--- src/rtl/array_pack_arbiter.sv ---
// array_pack_arbiter
// Collects two signed elements from two requesters under a round-robin grant
// and presents them as one packed two-element array with source tags.
module array_pack_arbiter #(
   parameter int DATA_W      = 32,
   parameter bit START_GRANT = 1'b0
) (
   input  logic                       clk,
   input  logic                       rst,
   input  logic signed [DATA_W-1:0]   req0_in,
   input  logic                       req0_in_sync,
   output logic                       req0_in_notify,
   input  logic signed [DATA_W-1:0]   req1_in,
   input  logic                       req1_in_sync,
   output logic                       req1_in_notify,
   output logic [2*DATA_W-1:0]        b_out,
   input  logic                       b_out_sync,
   output logic                       b_out_notify,
   output logic [1:0]                 b_out_src,
   output logic [15:0]                pack_count
);

   typedef enum logic [1:0] {FILL0, FILL1, SEND} state_t;

   state_t                     state_q, state_d;
   logic                       g_q, g_d;
   logic                       n0_q, n0_d;
   logic                       n1_q, n1_d;
   logic                       bnot_q, bnot_d;
   logic [2*DATA_W-1:0]        bout_q, bout_d;
   logic [1:0]                 src_q, src_d;
   logic [15:0]                cnt_q, cnt_d;
   logic signed [DATA_W-1:0]   elem0_q, elem0_d;

   logic                       xfer;
   logic signed [DATA_W-1:0]   xdata;

   // Transfer only through the channel whose registered notify is high;
   // the other requester's sync and data are never looked at.
   assign xfer  = (n0_q & req0_in_sync) | (n1_q & req1_in_sync);
   assign xdata = g_q ? req1_in : req0_in;

   // Next-state logic: grant toggles every fill cycle, frozen while sending.
   always_comb begin
      state_d = state_q;
      g_d     = g_q;
      bnot_d  = bnot_q;
      bout_d  = bout_q;
      src_d   = src_q;
      cnt_d   = cnt_q;
      elem0_d = elem0_q;
      case (state_q)
         FILL0: begin
            g_d = ~g_q;
            if (xfer) begin
               elem0_d  = xdata;
               src_d[0] = g_q;
               state_d  = FILL1;
            end
         end
         FILL1: begin
            g_d = ~g_q;
            if (xfer) begin
               bout_d   = {xdata, elem0_q};
               src_d[1] = g_q;
               bnot_d   = 1'b1;
               state_d  = SEND;
            end
         end
         SEND: begin
            if (b_out_sync) begin
               bnot_d  = 1'b0;
               cnt_d   = cnt_q + 16'd1;
               state_d = FILL0;
            end
         end
         default: state_d = FILL0;
      endcase
      // Notifies are registered, so they follow the next grant and state.
      n0_d = (state_d != SEND) & ~g_d;
      n1_d = (state_d != SEND) &  g_d;
   end

   // State and output registers; reset drops any partial or pending array.
   always_ff @(posedge clk or posedge rst) begin
      if (rst) begin
         state_q <= FILL0;
         g_q     <= START_GRANT;
         n0_q    <= ~START_GRANT;
         n1_q    <= START_GRANT;
         bnot_q  <= 1'b0;
         bout_q  <= '0;
         src_q   <= '0;
         cnt_q   <= '0;
         elem0_q <= '0;
      end else begin
         state_q <= state_d;
         g_q     <= g_d;
         n0_q    <= n0_d;
         n1_q    <= n1_d;
         bnot_q  <= bnot_d;
         bout_q  <= bout_d;
         src_q   <= src_d;
         cnt_q   <= cnt_d;
         elem0_q <= elem0_d;
      end
   end

   assign req0_in_notify = n0_q;
   assign req1_in_notify = n1_q;
   assign b_out_notify   = bnot_q;
   assign b_out          = bout_q;
   assign b_out_src      = src_q;
   assign pack_count     = cnt_q;

endmodule

--- config.mk ---
export PLATFORM = sky130hd
export DESIGN_NAME = array_pack_arbiter
export DESIGN_NICKNAME = d
export VERILOG_FILES = /design/src/rtl/array_pack_arbiter.sv
export SDC_FILE = /design/constraint.sdc
export NUM_CORES = 1
export LEC_CHECK = 0
export CAP_MARGIN = 20
export CELL_PAD_IN_SITES_DETAIL_PLACEMENT = 1
export CELL_PAD_IN_SITES_GLOBAL_PLACEMENT = 1
export CORE_ASPECT_RATIO = 0.8
export CORE_MARGIN = 8
export CORE_UTILIZATION = 33
export CTS_CLUSTER_SIZE = 14
export DETAILED_ROUTE_END_ITERATION = 6
export PLACE_DENSITY = 0.83
export SLEW_MARGIN = 20
export SYNTH_ARGS = -nofsm -noshare
export SYNTH_HDL_FRONTEND = slang
export SYNTH_SLANG_ARGS = --single-unit
export TNS_END_PERCENT = 30
--- constraint.sdc ---
create_clock -name clk -period 4.39 [get_ports clk]
set_input_delay 1.317 -clock clk [delete_from_list [all_inputs] [get_ports clk]]
set_output_delay 1.317 -clock clk [all_outputs]
set_load 0.05 [all_outputs]
### Word-level counts from Yosys, hierarchy flattened

Cells that the tools add are included.

| word-level totals | value |
|---|---|
| word-level logic and storage cells | 39 |
| output and inout port bits | 85 |
| bits in writable memories | 0 |
| bits in latches | 0 |
| bits in registers | 120 |
| bits in read-only memories | 0 |
| memories kept | 0 |
| input port bits | 69 |

| operators by class | value |
|---|---|
| multiplexer cells | 9 |
| order comparisons | 0 |
| equal/unequal tests | 5 |
| shift operators | 0 |
| $mul | 0 |
| reduce and logical (&&, ||, !) cells | 7 |
| divide/modulo/power cells | 0 |
| add/subtract/negate cells | 1 |
| bitwise operators | 7 |

Operator list:

| operator | count |
|---|---|
| $mux 32 | 1 |
| $add 16x1->16 const B | 1 |
| $mux 2 | 3 |
| $ne 2x2->1 const B | 3 |
| $pmux 2 s3 | 1 |
| $reduce_and 2->1 | 3 |
| $and 1x1->1 | 4 |
| $mux 1 | 3 |
| $reduce_and 3->1 | 1 |
| $eq 2x1->1 const B | 1 |
| $eq 2x2->1 const B | 1 |
| $logic_not 2->1 | 1 |
| $not 1->1 | 2 |
| $pmux 1 s2 | 1 |
| $reduce_bool 2->1 | 1 |
| $reduce_or 2->1 | 1 |
| $or 1x1->1 | 1 |

### Depth between registers and ports, before layout

Gate-level depths: netlist (run 1).

| depth | value |
|---|---|
| depth in word-level cells | 6 |
| mapped depth | 6 |
| mapped depth without buffers | 4 |

### Worst setup path before layout (run 1)

OpenSTA, ideal clock, no wires.

| timing path | value |
|---|---|
| path kind | input to register |
| start | in req0_in_sync |
| end | reg bout_q[10] (netlist: b_out[10]) |
| stages | 5 |
| slack | 2072 ps |
| data required time | 4265 ps |
| data arrival time | 2193 ps |
| cells stage by stage | a22oi_2 nor3b_2 buf_6 buf_6 mux2_4 |

| between the ends | value |
|---|---|
| cells in the longest elaborated chain, start to end | 3 |

RTL lines:

| what | RTL line | source |
|---|---|---|
| start: declaration | 11 | `input logic req0_in_sync,` |
| $and 1x1->1 | 40 | `assign xfer = (n0_q & req0_in_sync) \| (n1_q & req1_in_sync);` |
| $or 1x1->1 | 40 |  |
| $reduce_and 2->1 (no line) | -- |  |
| end signal: assignment | 102 | `bout_q <= bout_d;` |
| end: declaration | 30 | `logic [2*DATA_W-1:0] bout_q, bout_d;` |

No other way between the ends.
A chain may end at the register's enable or synchronous reset.

### Final worst setup path (run 1)

| timing path | value |
|---|---|
| start | reg n0_q (netlist: req0_in_notify) |
| end | out req0_in_notify |

RTL lines:

| what | RTL line | source |
|---|---|---|
| start: declaration | 27 | `logic n0_q, n0_d;` |
| start signal: assignment | 89 | `n0_q <= ~START_GRANT;` |
| start signal: assignment | 99 | `n0_q <= n0_d;` |
| end: declaration | 12 | `output logic req0_in_notify,` |

No word-level cell between the ends.

==> results.py, run 1 <==
metrics = {
    "finish": {
        "instances_no_fill": 751,
        "multi_input_area_um2": 1790,
        "seqCellArea_um2": 3010,
        "fill_cells": 1561,
        "final_common_cell": "clkdlybuf4s50_1",
        "final_cell_mix": "clkdlybuf4s50_1 (153), dfrtp_1 (118), nor2_1 (68), a21oi_1 (64), mux2i_1 (32)",
        "final_nets": 619,
        "diodes": 0,
        "drive_gt1_frac": 0.130,
        "syn2layout_area_growth_pct": 45.7,
    },
    "routing": {
        "drt_wl_total_mm": 13.5,
        "routedWlPerCell_um": 17.9,
        "vias": 3545,
        "dr.pass1.iters": 4,
        "remaining_drc_errors": 0,
        "viasPerCell": 4.72,
        "first_iter_violations": 167,
        "ant_nets": 0,
    },
    "setup_path": {
        "worst-path-max-fanout": 2,
        "rr_startpoint": "req0_in_notify",
        "cp_num_buf_inv": 1,
        "reg2reg_depth": 4,
        "r2r_slack_ns": 2.47,
        "slowest_delay_ns": 0.80,
        "r2r-end": "b_out[1]",
        "crit_family": "buffers and inverters",
        "crit_required_ns": 3.07,
        "start_kind": "flip-flop",
        "critical_path.cell_chain": "clkdlybuf4s50_1",
        "worst-setup-path-type": "flip-flop to output pin",
        "end_kind": "output pin",
        "arrival_ns": 1.75,
        "slowest_stage": "clkdlybuf4s50_1",
    },
    "synth": {
        "syn_area_um2": 4940,
        "synth_cells": 393,
        "synthDistinctLibCells": 33,
        "ys_seq_elements": 120,
        "avgSynthCellArea_um2": 12.6,
        "yosysTopAreaCellShare": 0.603,
        "synth_area_leaders": "dfrtp_1 (60%), mux2_4 (9.1%), a21oi_1 (6.5%)",
        "yosysTopAreaCell": "dfrtp_1",
        "syn_nets": 463,
        "ys.warnings.count": 0,
        "seq_area_frac_synth": 0.609,
    },
    "clocking": {
        "htree_levels": 4,
        "clock-root-buffer": "clkbuf_16",
        "clock_latency_ns": 0.41,
        "cts_hold_buf": 0,
        "cts_buffer_depth": 2,
        "clkTransAtPathRegs_ns": 0.05,
        "tritoncts": "yes",
        "cts_buffers": 17,
        "cts_resized": 0,
        "cts_setup_buffers": 0,
        "clkSinkCount": 120,
    },
    "timing": {
        "final.min_clock_period_ns": 3.07,
        "timing.setup.tns_ns": 0,
        "worstMarginPinSlew_ns": 0.658,
        "whs_ns": 0.479,
        "max_freq_mhz": 326,
        "relSlewSlack": 0.561,
        "period_share": 0.699,
        "setup_viol": 0,
        "hold_viol": 0,
        "rsz0062_at_grt": "no",
        "maxSlewViolCount": 0,
        "fin_skew_ns": 0.00726,
    },
    "pwr": {
        "power.density_nw_per_um2": 892,
        "p_leak_nw": 3.03,
        "finalPower_mw": 6.41,
        "peakVddDrop_mv": 0.385,
    },
    "worst_hold_path": {
        "worstHoldStart": "b_out[1]",
        "hold_depth": 1,
        "min_to": "b_out[1]",
        "holdCritPathClass": "flip-flop to flip-flop",
    },
    "global_routing": {
        "grt_pass1_wl_mm": 22.1,
        "antenna_found_initial": 0,
        "grt-ovfl-total": 0,
        "track_usage": 0.145,
        "first_global_vias": 4033,
        "grt_max_degree": 100,
    },
    "status": {
        "outcome": "complete, no violations",
    },
    "placement": {
        "io_buffers": 153,
        "hpwl_mm": 9.70,
        "gp_congestion": 0.758,
        "place_inst": 718,
    },
    "die": {
        "top_level_ports": 154,
        "rows": 40,
        "die_h_um": 125,
        "fp.dieW_um": 153,
        "initial_core_util": 0.333,
        "die_area_um2": 19200,
        "core_um2": 14800,
    },
    "job": {
        "max-cap-violations": 0,
    },
}
final cells by class:
cell class	count	share of cell area
clock buffers	28	0.0691
inverters	2	0.00157
clock inverters	4	0.00278
repair buffers	159	0.226
flip-flops and latches	120	0.418
multi-input cells	249	0.249
well taps	189	0.0329
power by group:
group          switching [mW]  internal, mW  total [mW]  leakage (nW)
logic                    1.95          1.23        3.17          1.40
clock network           0.455         0.762        1.22         0.256
registers               0.404          1.62        2.02          1.37
per-layer routing:
metal,vias to the layer above,share of wire,global-route usage
met2,91,0.51,0.245
met5,-,0,0
met1,1781,0.41,0.163
li1,1658,-,-
met4,0,0.012,0.0540
met3,15,0.072,0.0599
per-stage QoR:
| stage | setup WS, ns | utilization | cell area, um2 |
|---|---|---|---|
| 4_1_cts | 1.29 | 0.484 | 7170 |
| 6_report | 1.32 | 0.485 | 7190 |
| 5_1_grt | 1.26 | 0.485 | 7190 |
| 2_1_floorplan | 1.60 | - | 4940 |
| 3_3_place_gp | 1.30 | 0.449 | 6650 |
| 3_5_place_dp | 1.28 | 0.449 | 6650 |
Yosys cell counts (all sizes together):
library cell and n:
dfrtp 119, nor2 69, a21oi 64, mux2 34, mux2i 32, buf 21, xnor2 14, nand2 9
nand3 5, nand4 5, xor2 3, and4 2, inv 2, nor3 2, nor3b 2, a21o 1
a22oi 1, and2 1, and3b 1, clkbuf 1, dfstp 1, ha 1, nand3b 1, nor2b 1
or2 1
cell families (layout without fill, tap and decap cells):
logic type / after synthesis / after routing / share of synthesized area
compound gates: 66 / 66 / 0.0689
simple gates: 99 / 99 / 0.0935
mux: 66 / 66 / 0.165
flops: 120 / 120 / 0.609
buf+inv: 24 / 193 / 0.0309
xor+xnor: 17 / 17 / 0.0302
fa+ha+maj: 1 / 1 / 0.00253
registers in the layout, summed over array words and instances (netlist names):
register,cells
state_q,2
req1_in_notify,1
req0_in_notify,1
b_out_notify,1
g_q,1
b_out_src,2
elem0_q,32
b_out,64
pack_count,16
worst max path at each step:
stage,start,end,slack (ns),cells past startpoint
6_report,req0_in_notify,req0_in_notify,1.32,1
4_1_cts,req0_in_notify,req0_in_notify,1.29,1
2_1_floorplan,rst,b_out[0],1.60,1
3_3_place_gp,req0_in_sync,b_out[1],1.30,5
5_1_grt,req0_in_notify,req0_in_notify,1.26,1
3_5_place_dp,req0_in_sync,b_out_src[1],1.28,5
Power figures use the tool's default switching activity.
==> run 2: changes to the inputs <==
Clock period 4.39 ns to 2.56 ns, I/O delays scaled along.
==> results.py, run 2 (synthesis gave the netlist of run 1 again) <==
metrics = {
    "clocking": {
        "clock-root-buffer": "clkbuf_16",
        "tritoncts": "yes",
        "cts_buffers": 17,
        "clkTransAtPathRegs_ns": 0.06,
        "cts_resized": 0,
        "cts_hold_buf": 0,
        "cts_setup_buffers": 0,
        "clkSinkCount": 120,
        "cts_buffer_depth": 2,
        "clock_latency_ns": 0.41,
        "htree_levels": 4,
    },
    "die": {
        "die_area_um2": 19200,
        "fp.dieW_um": 153,
        "die_h_um": 125,
        "core_um2": 14800,
        "top_level_ports": 154,
        "initial_core_util": 0.333,
        "rows": 40,
    },
    "timing": {
        "hold_viol": 0,
        "setup_viol": 0,
        "final.min_clock_period_ns": 2.50,
        "fin_skew_ns": 0.0119,
        "max_freq_mhz": 400,
        "maxSlewViolCount": 0,
        "relSlewSlack": 0.284,
        "setup_slack_ns": 0.0626,
        "timing.setup.tns_ns": 0,
        "worstMarginPinSlew_ns": 1.07,
        "period_share": 0.976,
        "whs_ns": 0.493,
        "rsz0062_at_grt": "no",
    },
    "setup_path": {
        "arrival_ns": 1.73,
        "slowest_stage": "clkdlybuf4s50_1",
        "critical_path.cell_chain": "clkdlybuf4s50_1",
        "start_kind": "flip-flop",
        "crit_family": "buffers and inverters",
        "worst-path-max-fanout": 6,
        "cp_num_buf_inv": 1,
        "crit_required_ns": 1.79,
        "slowest_delay_ns": 0.85,
        "end_kind": "output pin",
        "worst-setup-path-type": "flip-flop to output pin",
    },
    "placement": {
        "gp_congestion": 0.750,
        "hpwl_mm": 10.1,
        "pre_cts_slack_ns": 0.0422,
        "io_buffers": 153,
        "detailed_place.area_um2": 6700,
    },
    "routing": {
        "routedWlPerCell_um": 18.3,
        "vias": 3577,
        "drt_wl_total_mm": 13.8,
        "viasPerCell": 4.74,
        "ant_nets": 0,
        "remaining_drc_errors": 0,
        "first_iter_violations": 114,
        "dr.pass1.iters": 5,
    },
    "global_routing": {
        "grt-ovfl-total": 0,
        "grt_pass1_wl_mm": 22.4,
        "grt_max_degree": 61,
        "first_global_vias": 4057,
        "antenna_found_initial": 1,
        "track_usage": 0.148,
    },
    "finish": {
        "fin_area_um2": 7290,
        "fill_cells": 1562,
        "final_common_cell": "clkdlybuf4s50_1",
        "final_cell_mix": "clkdlybuf4s50_1 (150), dfrtp_1 (118), nor2_1 (68), a21oi_1 (64), mux2i_1 (32)",
        "seqCellArea_um2": 3010,
        "syn2layout_area_growth_pct": 47.8,
        "final_nets": 622,
        "drive_gt1_frac": 0.145,
        "diodes": 0,
        "multi_input_area_um2": 1790,
        "largest_reg_flops": 64,
    },
    "pwr": {
        "peakVddDrop_mv": 0.695,
        "power.density_nw_per_um2": 1550,
        "p_leak_nw": 3.11,
    },
    "status": {
        "outcome": "complete, no violations",
    },
    "job": {
        "max-cap-violations": 0,
    },
    "worst_hold_path": {
        "holdCritPathClass": "flip-flop to flip-flop",
    },
}
[run 2: per-stage QoR]
stage	utilization	std cells	power (mW)
final	0.492	754	11.3
after detailed placement	0.452	722	9.07
after global placement	0.452	722	8.86
after floorplan	-	393	7.13
after global routing	0.492	754	11.9
after CTS	0.492	754	11.5
[run 2: worst paths after layout]
kind	start	depth (start not counted)	end	slack [ns]
max	pack_count[4]	1	pack_count[4]	0.06
min	b_out[1]	1	b_out[1]	0.49
max reg2reg	req0_in_notify	6	b_out[42]	0.78
min reg2reg	b_out[1]	1	b_out[1]	0.49
max in group asynchronous	rst	3	req0_in_notify	1.36
min in group asynchronous	rst	2	elem0_q[11]	0.62
[run 2: power by group]
part	switching [mW]	total, mW	leakage, nW	internal, mW
registers	0.705	3.47	1.37	2.77
logic	3.36	5.52	1.45	2.16
clock network	0.802	2.33	0.286	1.53
total	4.87	11.3	3.11	6.46
[run 2: layer usage]
layer	GRT usage	up-vias	part of all wire
li1	-	1667	-
met1	0.166	1799	0.42
met2	0.256	102	0.51
met3	0.0640	9	0.065
met4	0.0331	0	0.0072
met5	0	-	0
[run 2: layout make-up]
cell class / instances / area share
Sequential cell: 120 / 0.412
Multi-Input combinational cell: 249 / 0.245
Clock inverter: 8 / 0.0130
Clock buffer: 24 / 0.0674
Tap cell: 189 / 0.0324
Timing Repair Buffer: 162 / 0.228
Inverter: 2 / 0.00154
==> run 3: changes to the inputs <==
Settings changed: HOLD_SLACK_MARGIN set to 0.1.
==> results of run 3 <==
The final DEF is identical to that of run 2; final timing and power are the same.
